$ cat config.mk
export PLATFORM = sky130hd
export DESIGN_NAME = cby_param_shadow
export DESIGN_NICKNAME = d
export VERILOG_FILES = /design/src/rtl/cby_param_shadow.sv
export SDC_FILE = /design/constraint.sdc
export NUM_CORES = 1
export LEC_CHECK = 0
export BUFFER_PORTS_ARGS = -buffer_cell sky130_fd_sc_hd__buf_2
export CAP_MARGIN = 20
export CORE_UTILIZATION = 25
export CTS_BUF_LIST = sky130_fd_sc_hd__clkbuf_4 sky130_fd_sc_hd__clkbuf_8
export DETAILED_ROUTE_END_ITERATION = 7
export REMOVE_ABC_BUFFERS = 1
export SYNTH_ARGS = -nofsm -noshare
export SYNTH_HDL_FRONTEND = slang
export SYNTH_SLANG_ARGS = --single-unit
$ cat constraint.sdc
create_clock -name prog_clk -period 1.5 [get_ports prog_clk]
set_input_delay 0.15 -clock prog_clk [delete_from_list [all_inputs] [get_ports prog_clk]]
set_output_delay 0.15 -clock prog_clk [all_outputs]
set_load 0.03 [all_outputs]
$ cat src/rtl/cby_param_shadow.sv
// Parametrised Y-channel connection block: straight-through vertical tracks plus NUM_IPIN
// grid-pin muxes whose configuration is scanned into a shadow chain and committed atomically.
module cby_param_shadow #(
    parameter int CHAN_W   = 20,
    parameter int NUM_IPIN = 6,
    parameter int MUX_SIZE = 8,
    parameter int STRIDE   = 6
) (
    input  logic                prog_clk,
    input  logic                pReset_n,
    input  logic [CHAN_W-1:0]   chany_bottom_in,
    input  logic [CHAN_W-1:0]   chany_top_in,
    output logic [CHAN_W-1:0]   chany_bottom_out,
    output logic [CHAN_W-1:0]   chany_top_out,
    input  logic                ccff_head,
    input  logic                ccff_en,
    input  logic                cfg_commit,
    output logic                ccff_tail,
    output logic [NUM_IPIN-1:0] ipin,
    output logic                cfg_full,
    output logic                cfg_done,
    output logic                cfg_err,
    output logic                active_valid
);

    localparam int SEL_W    = $clog2(MUX_SIZE);
    localparam int FIELD_W  = SEL_W + 1;
    localparam int CFG_BITS = NUM_IPIN * FIELD_W;
    localparam int CNT_W    = $clog2(CFG_BITS + 1);
    localparam int MUX_PAD  = 1 << SEL_W;
    localparam logic [CNT_W-1:0] CNT_MAX = CNT_W'(CFG_BITS);

    // Handshake: ccff_head is taken on every prog_clk edge where ccff_en=1 and cfg_commit=0;
    // cfg_commit is a one-cycle request answered by exactly one of cfg_done/cfg_err a cycle later.

    typedef enum logic [1:0] {
        IDLE = 2'd0,
        LOAD = 2'd1,
        FULL = 2'd2
    } state_t;

    state_t                state;
    state_t                state_next;
    logic [CNT_W-1:0]      cnt;
    logic [CNT_W-1:0]      cnt_next;
    logic [CFG_BITS-1:0]   sr;
    logic [CFG_BITS-1:0]   active;
    logic                  shift_acc;
    logic                  commit_ok;

    assign chany_bottom_out = chany_top_in;
    assign chany_top_out    = chany_bottom_in;
    assign ccff_tail        = sr[0];

    assign shift_acc = ccff_en && !cfg_commit;
    assign commit_ok = cfg_commit && (state == FULL);
    assign cfg_full  = (state == FULL);

    always_comb begin
        state_next = state;
        cnt_next   = cnt;
        case (state)
            IDLE, LOAD: begin
                if (shift_acc) begin
                    cnt_next   = cnt + CNT_W'(1);
                    state_next = (cnt_next == CNT_MAX) ? FULL : LOAD;
                end
            end
            FULL: begin
                // Shifts while full only feed downstream blocks; the count stays saturated.
                if (cfg_commit) begin
                    cnt_next   = '0;
                    state_next = IDLE;
                end
            end
            default: begin
                cnt_next   = '0;
                state_next = IDLE;
            end
        endcase
    end

    always_ff @(posedge prog_clk or negedge pReset_n) begin
        if (!pReset_n) begin
            state        <= IDLE;
            cnt          <= '0;
            sr           <= '0;
            active       <= '0;
            active_valid <= 1'b0;
            cfg_done     <= 1'b0;
            cfg_err      <= 1'b0;
        end else begin
            state    <= state_next;
            cnt      <= cnt_next;
            cfg_done <= commit_ok;
            cfg_err  <= cfg_commit && (state != FULL);
            if (shift_acc) begin
                sr <= {ccff_head, sr[CFG_BITS-1:1]};
            end
            if (commit_ok) begin
                active       <= sr;
                active_valid <= 1'b1;
            end
        end
    end

    for (genvar k = 0; k < NUM_IPIN; k++) begin : g_pin
        logic [MUX_PAD-1:0] mux_in;
        logic [SEL_W-1:0]   pin_sel;
        logic               pin_en;

        assign pin_sel = active[k*FIELD_W +: SEL_W];
        assign pin_en  = active[k*FIELD_W + SEL_W];

        // Even inputs come from below, odd from above, on the same strided track.
        for (genvar j = 0; j < MUX_SIZE / 2; j++) begin : g_in
            localparam int TRK = (k + j * STRIDE) % CHAN_W;
            assign mux_in[2*j]   = chany_bottom_in[TRK];
            assign mux_in[2*j+1] = chany_top_in[TRK];
        end

        if (MUX_PAD > MUX_SIZE) begin : g_pad
            assign mux_in[MUX_PAD-1:MUX_SIZE] = '0;
        end

        assign ipin[k] = (pin_en && (32'(pin_sel) < MUX_SIZE)) ? mux_in[pin_sel] : 1'b0;
    end

endmodule

Word level (Yosys, flattened, before mapping)
Index checks and enable logic that the tools add are counted.

word-level totals
  flip-flop bits (word level) = 58
  word-level logic and storage cells = 52
  output and inout port bits = 51
  input bits = 45

operators by class
  add/sub/neg operators = 1
  eq/ne operators = 6
  reduce and logical (&&, ||, !) cells = 7
  mux-type cells = 25
  $lt $le $gt $ge = 6

operators with widths
  operator                                            number
  < comparator 3 x 4 -> 1 bit, second input constant  6
  binary-select mux 1 bit (select 3 bit)              6
  two-way mux 1 bit                                   12
  two-way mux 5 bit                                   2
  one-hot mux 5 bit (2 select lines)                  1
  two-way mux 2 bit                                   3
  != test 2 bit, second input constant                3
  adder 5 x 1 -> 5 bit, second input constant         1
  == test 5 bit, second input constant                1
  one-hot mux 2 bit (2 select lines)                  1
  logical AND 1 bit                                   3
  == test 2 x 1 -> 1 bit, second input constant       1
  == test 2 bit, second input constant                1
  zero test 2 bit                                     1
  AND reduction 2 bit                                 1
  OR reduction 2 bit                                  1
  zero test 1 bit                                     1

Logic depth before layout (Yosys ltp)
Gate-level depths: netlist of run 1.

  depth in word-level cells = 5
  depth in mapped cells = 5
  gate-level depth less buffers = 5

Worst setup path after synthesis of run 1
No wires, ideal clock.

  kind = register to register
  start point = register state[1]
  end point = register active[0]
  buffers on the path = 1
  period minus slack after synthesis = 1441 ps
  arrival time = 1316 ps
  required time = 1375 ps
  cell stages (with the launch flop) = 6
  library setup time = 125 ps
  slack = 59 ps
  cells stage by stage = dfrtp_1 -> inv_2 -> nor2_8 -> nand2_4 -> buf_6 -> mux2_4

on the way
  word-level cells in the longest chain between the ends = 2

RTL lines
  item                    RTL line  text
  start, declared         42        state_t state;
  start signal, assigned  93        state <= state_next;
  == test 2 bit           --
  via cfg_full            20        output logic cfg_full,
  logical AND 1 bit       56        assign commit_ok = cfg_commit && (state == FULL);
  end signal, assigned    101       active <= sr;
  end, declared           47        logic [CFG_BITS-1:0] active;

The timed path passes the listed nets, and every way through them passes these cells.
A chain may end at the register's enable or synchronous reset.

Worst setup path in the final report of run 1
  start point = register active[1]
  end point = output ipin[0]

on the way
  word-level cells in the longest chain between the ends = 3

RTL lines
  item                                     RTL line  text
  binary-select mux 1 bit (select 3 bit)   126       assign ipin[k] = (pin_en && (32'(pin_sel) < MUX_SIZE)) ? mux_in[pin_sel] : 1'b0;
  two-way mux 1 bit (implied by the code)  126
  two-way mux 1 bit                        126
  end, declared                            19        output logic [NUM_IPIN-1:0] ipin,

Every way passes these cells. The select of a mux whose other input is x is not followed.

==> results of run 1 <==
power groups by stage:
stage	sequential, W	combinational (W)	clock (W)
2_1_floorplan	0.00186	0.000219	0
3_3_place_gp	0.00188	0.000597	0
3_5_place_dp	0.00188	0.000610	0
4_1_cts	0.00185	0.000613	0.00151
5_1_grt	0.00188	0.000680	0.00158
6_report	0.00186	0.000607	0.00145
layer usage:
layer | part of all wire | wire length [µm]
met5 | 0 | 0
met4 | 0.012 | 80
met3 | 0.051 | 328
met2 | 0.45 | 2897
met1 | 0.49 | 3149
layout make-up:
cell class,instances,area (µm²)
clock buffer,10,137.6
clock inverter,6,66.31
fill,1227,8213
inverter,3,13.76
multi-input combinational,177,1270
sequential,58,1454
tap,147,183.9
timing repair buffer,112,673.1
cell usage after synthesis (2+ instances only):
| master | number |
|---|---|
| nand2_1 | 82 |
| dfrtp_1 | 58 |
| buf_4 | 41 |
| mux2_4 | 18 |
| mux2_2 | 12 |
| mux2i_1 | 12 |
| nor2_1 | 9 |
| a21oi_1 | 6 |
| mux4_2 | 6 |
| o21ai_0 | 6 |
| o31ai_1 | 6 |
| clkbuf_1 | 5 |
| nor3_1 | 4 |
| o211ai_1 | 3 |
| buf_6 | 2 |
| inv_1 | 2 |
| nand2b_1 | 2 |
| nand4_1 | 2 |
| nor2b_1 | 2 |
logic make-up after synthesis:
group | count (synthesis)
compound gates | 23
fa+ha+maj | 1
buf+inv | 52
flops | 58
mux | 48
simple gates | 105
worst max-delay path: stages (launching register included):
cell and delay (ns):
dfrtp_1 0.39, mux4_2 0.51, mux2i_1 0.14, nor2_1 0.05
buf_4 0.17
state kept, by name (all words and copies together), names as in the netlist:
| register | cells |
|---|---|
| cfg_err | 1 |
| sr | 24 |
| active_valid | 1 |
| cnt | 5 |
| state | 2 |
| active | 24 |
| cfg_done | 1 |
final timing paths:
path	cells past startpoint	start	slack [ns]	endpoint
min reg2reg	1	active_valid	0.46	active_valid
max reg2reg	4	cnt[0]	0.10	state[1]
min in group asynchronous	2	pReset_n	0.29	sr[5]
max in group asynchronous	3	pReset_n	0.65	sr[9]
max	4	active[1]	-0.25	ipin[0]
min	3	ccff_head	0.02	sr[23]
per-stage QoR:
stage | setup WS (ns) | util | area [µm²] | hold WS [ns] | std cells
finish | -0.2460 | 0.3163 | 3799 | 0.02268 | 513
global route | -0.3412 | 0.3163 | 3799 | 0.04711 | 513
CTS | -0.2757 | 0.3150 | 3784 | 0.01125 | 512
detailed placement | 0.04818 | 0.2934 | 3525 | 0.1312 | 491
global placement | 0.09777 | 0.2934 | 3525 | 0.1201 | 491
floorplan | 0.02401 | - | 2730 | -0.1456 | 238
what timing repair did:
item	in CTS	in global routing
resized for setup	6	5
pin swaps	0	0
endpoints found under the hold margin	17	0
hold buffers	1	0
endpoints found under the setup margin	6	8
buffers inserted	4	1
==> results.cfg, run 1 <==
[power_and_ir_drop]
p_sw_w = 0.001149
powerDensity_mw_per_mm2 = 1030
seqPwrFrac = 0.475
p_comb_frac = 0.155
power_w = 0.003913
switching_share = 0.2937
p_clk_frac = 0.370
ir_worst_vdd_v = 0.0004037
internal_power_w = 0.002764
p_leak_nw = 2.013

[die]
io_pins = 96
die_h_um = 113.1
dieArea_mm2 = 0.01278
core_area_mm2 = 0.01201
fp-row-count = 40
start_util = 0.2568
die_x_um = 113.1

[worst_setup_path]
arrival_ns = 1.60
cp.required_ns = 1.35
path_max_fanout = 2
end_kind = output pin
path_class = flip-flop to output pin
startpoint_type = flip-flop

[timing]
tightestPinTransition_ns = 0.4491
finalCritPeriodShare = 1.164
slew_headroom = 0.7006
finalSetupViolations = 6
hold_viol_final = 0
maxSlewViolCount = 0
worst_slack_ns = -0.2460
finalCriticalPeriod_ns = 1.746
fin_skew_ns = 0.005161
tns_ns = -1.353
rsz0062_at_grt = true
fmax_mhz = 572.7

[global_route]
grt-busiest-layer = met2
met1_usage = 0.1426
overflow = 0
antenna_found_initial = 0
grtUsageTotal = 0.1081
grt_max_degree = 29
grt_util_met2 = 0.1681
grt_pass1_wl_um = 10580
use_met3 = 0.03267
grt_pass1_vias = 2088

[clock_tree]
cts_tree = yes
clockBufferDepth = 2
insertion_delay_ns = 0.33
path_clk_slew_ns = 0.07
htree_num_levels = 3
cts_made_buffers = 9
cts.sinks = 58
root_buffer = clkbuf_8

[synthesis]
postSynthAreaPerCell_um2 = 10.75
synth_mux_area_frac = 0.2142
synth-adder-area-share = 0.004057
synth-simple-area-share = 0.1460
synthTopCellsByArea = dfrtp_1 47%, buf_4 10%, nand2_1 10%
synthCells = 287
post-synth-top-area-cell = dfrtp_1
async_flop_share = 1.000
ys_types = 28
synth_compound_area_frac = 0.04665
yosys.area.top_type_share = 0.4706
synth_top_family_by_area = multiplexers
yosysSeqAreaShare = 0.4706
synth-seq-cells = 58
synthFlopType = dfrtp_1
synth_xor_area_frac = 0
syn-cell-area_mm2 = 0.003084
ys_warn_count = 0
synth_edf_count = 0

[detailed_routing]
drt_iter0_markers = 59
wire_per_inst_um = 12.58
wirelength_um = 6455
ant_nets = 0
drt-pass1-iter-count = 4
vias = 2254
viasPerCell = 4.394
drc = 0

[job]
cap_violations = 0

[cells_and_area]
final_common_cell = buf_2
insertedDiodeCount = 0
nNetsFinal = 407
most-common-layout-cells = 88 x buf_2, 82 x nand2_1, 56 x dfrtp_1
area_growth_pct = 23.16
drive_gt1_frac = 0.4617

[place]
dp_hpwl_um = 4604
portBuffers = 95
gp_congestion = 0.7373

[min_path]
hp-class = input port to flip-flop

[status]
status = finished with violations
violations = negative setup slack
(Power assumes the default switching activity.)
==> run 2: changes to the inputs <==
--- a/config.mk
+++ b/config.mk
@@ -7,9 +7,10 @@
 export LEC_CHECK = 0
 export BUFFER_PORTS_ARGS = -buffer_cell sky130_fd_sc_hd__buf_2
 export CAP_MARGIN = 20
-export CORE_UTILIZATION = 25
+export CORE_UTILIZATION = 38
 export CTS_BUF_LIST = sky130_fd_sc_hd__clkbuf_4 sky130_fd_sc_hd__clkbuf_8
 export DETAILED_ROUTE_END_ITERATION = 7
+export PLACE_DENSITY_LB_ADDON = 0.3
 export REMOVE_ABC_BUFFERS = 1
 export SYNTH_ARGS = -nofsm -noshare
 export SYNTH_HDL_FRONTEND = slang
==> results.cfg, run 2 (synthesis results as in run 1) <==
[die]
dieArea_mm2 = 0.008481
die_h_um = 92.09
core_area_mm2 = 0.007807
io_pins = 96
start_util = 0.3950
fp-row-count = 32
die_x_um = 92.09

[cells_and_area]
final_cells = 471
final_common_cell = buf_2
nNetsFinal = 410
regArea_mm2 = 0.001456
reg_top3 = active x24, sr x24, cnt x5
n_fill_cell = 734
drive_gt1_frac = 0.4770
most-common-layout-cells = 88 x buf_2, 82 x nand2_1, 54 x dfrtp_1
final_core_util = 0.4798
multi_input_area_mm2 = 0.001280
insertedDiodeCount = 0
area_growth_pct = 21.46

[worst_setup_path]
max_stage_delay_ns = 0.50
cp.required_ns = 1.35
end_kind = output pin
path_class = flip-flop to output pin
path_cells = mux4_2, mux2i_1, nor2_1, buf_4
cp_num_buf_inv = 1
path_max_fanout = 2
startpoint_type = flip-flop
arrival_ns = 1.59
ff2ff_setup_slack_ns = 0.07
critPathSlowestCell = mux4_2
crit_family = multiplexers

[detailed_routing]
viasPerCell = 4.771
vias = 2247
wirelength_um = 6015
drc = 0
ant_nets = 0
drt_iter0_markers = 122
drt-pass1-iter-count = 6
wire_per_inst_um = 12.77

[timing]
worst_slack_ns = -0.2384
fin_skew_ns = 0.008342
fmax_mhz = 575.2
finalSetupViolations = 6
maxSlewViolCount = 0
slew_headroom = 0.7938
finalCritPeriodShare = 1.159
tightestPinTransition_ns = 0.3093
rsz0062_at_grt = true
finalCriticalPeriod_ns = 1.738
hold_viol_final = 0

[clock_tree]
cts_made_buffers = 9
cts_tree = yes
clockBufferDepth = 2
htree_num_levels = 3
insertion_delay_ns = 0.34
cts.sinks = 58
root_buffer = clkbuf_8
path_clk_slew_ns = 0.07

[place]
gp_congestion = 0.8256
dp_hpwl_um = 4195
dp_cells = 447
portBuffers = 95

[global_route]
overflow = 0
grt_max_degree = 59
grtUsageTotal = 0.1533
grt_pass1_wl_um = 10100
antenna_found_initial = 0
grt_pass1_vias = 2162

[job]
cap_violations = 0

[status]
status = finished with violations
violations = negative setup slack

[power_and_ir_drop]
powerDensity_mw_per_mm2 = 996.0
ir_worst_vdd_v = 0.0004344
p_leak_nw = 2.012

[min_path]
hp-class = input port to flip-flop
[run 2: worst min-delay path, delay by kind of cell]
| family | cells | cell delay [ns] |
|---|---|---|
| buf+inv | 1 | 0.09 |
| simple gates | 2 | 0.09 |
[run 2: path summary, 6_finish.rpt]
| check | startpoint | endpoint | depth (start not counted) |
|---|---|---|---|
| worst max-delay path | active[17] | ipin[4] | 4 |
| worst min-delay path | ccff_head | sr[23] | 3 |
| worst max register to register | cnt[1] | state[1] | 4 |
| worst min register to register | active_valid | active_valid | 1 |
| max in group asynchronous | pReset_n | cnt[0] | 3 |
| min in group asynchronous | pReset_n | active[21] | 3 |
[run 2: timing repair]
action,CTS,global route
resized for setup,7,6
setup endpoints to repair,6,8
hold endpoints to repair,58,0
buffers inserted,5,2
hold buffers,1,0
pin swaps,0,0
[run 2: layer usage]
| layer | GRT usage | vias to the layer above | routed length, µm | share of wire |
|---|---|---|---|---|
| met5 | 0 | - | 0 | 0 |
| met4 | 0.05859 | 0 | 75 | 0.012 |
| met3 | 0.05058 | 7 | 280 | 0.047 |
| met2 | 0.2413 | 52 | 2977 | 0.49 |
| met1 | 0.1955 | 1097 | 2681 | 0.45 |
| li1 | - | 1091 | - | - |
[run 2: layout make-up]
type | count | area share
clock buffers | 11 | 0.03874
repair buffers | 115 | 0.1857
well taps | 102 | 0.03407
inverters | 3 | 0.003006
flip-flops and latches | 58 | 0.3888
clock inverters | 5 | 0.008016
multi-input cells | 177 | 0.3417
[run 2: through the flow]
stage / instance area (µm²) / worst slack (ns) / hold slack (ns) / TNS, ns / total power [W]
finish: 3746 / -0.2384 / 0.02334 / -1.344 / 0.003731
global route: 3746 / -0.3394 / 0.007546 / -1.906 / 0.003943
CTS: 3715 / -0.2636 / 0.008420 / -1.489 / 0.003782
detailed placement: 3476 / 0.07365 / 0.1759 / 0 / 0.002490
global placement: 3476 / 0.1130 / 0.1866 / 0 / 0.002472
floorplan: 2730 / 0.02401 / -0.1456 / 0 / 0.002080
[run 2: power by group]
part           internal [W]  switching [W]  leakage, nW
registers           0.00171       0.000146        0.780
clock network      0.000652       0.000616       0.0885
logic              0.000243       0.000362         1.14
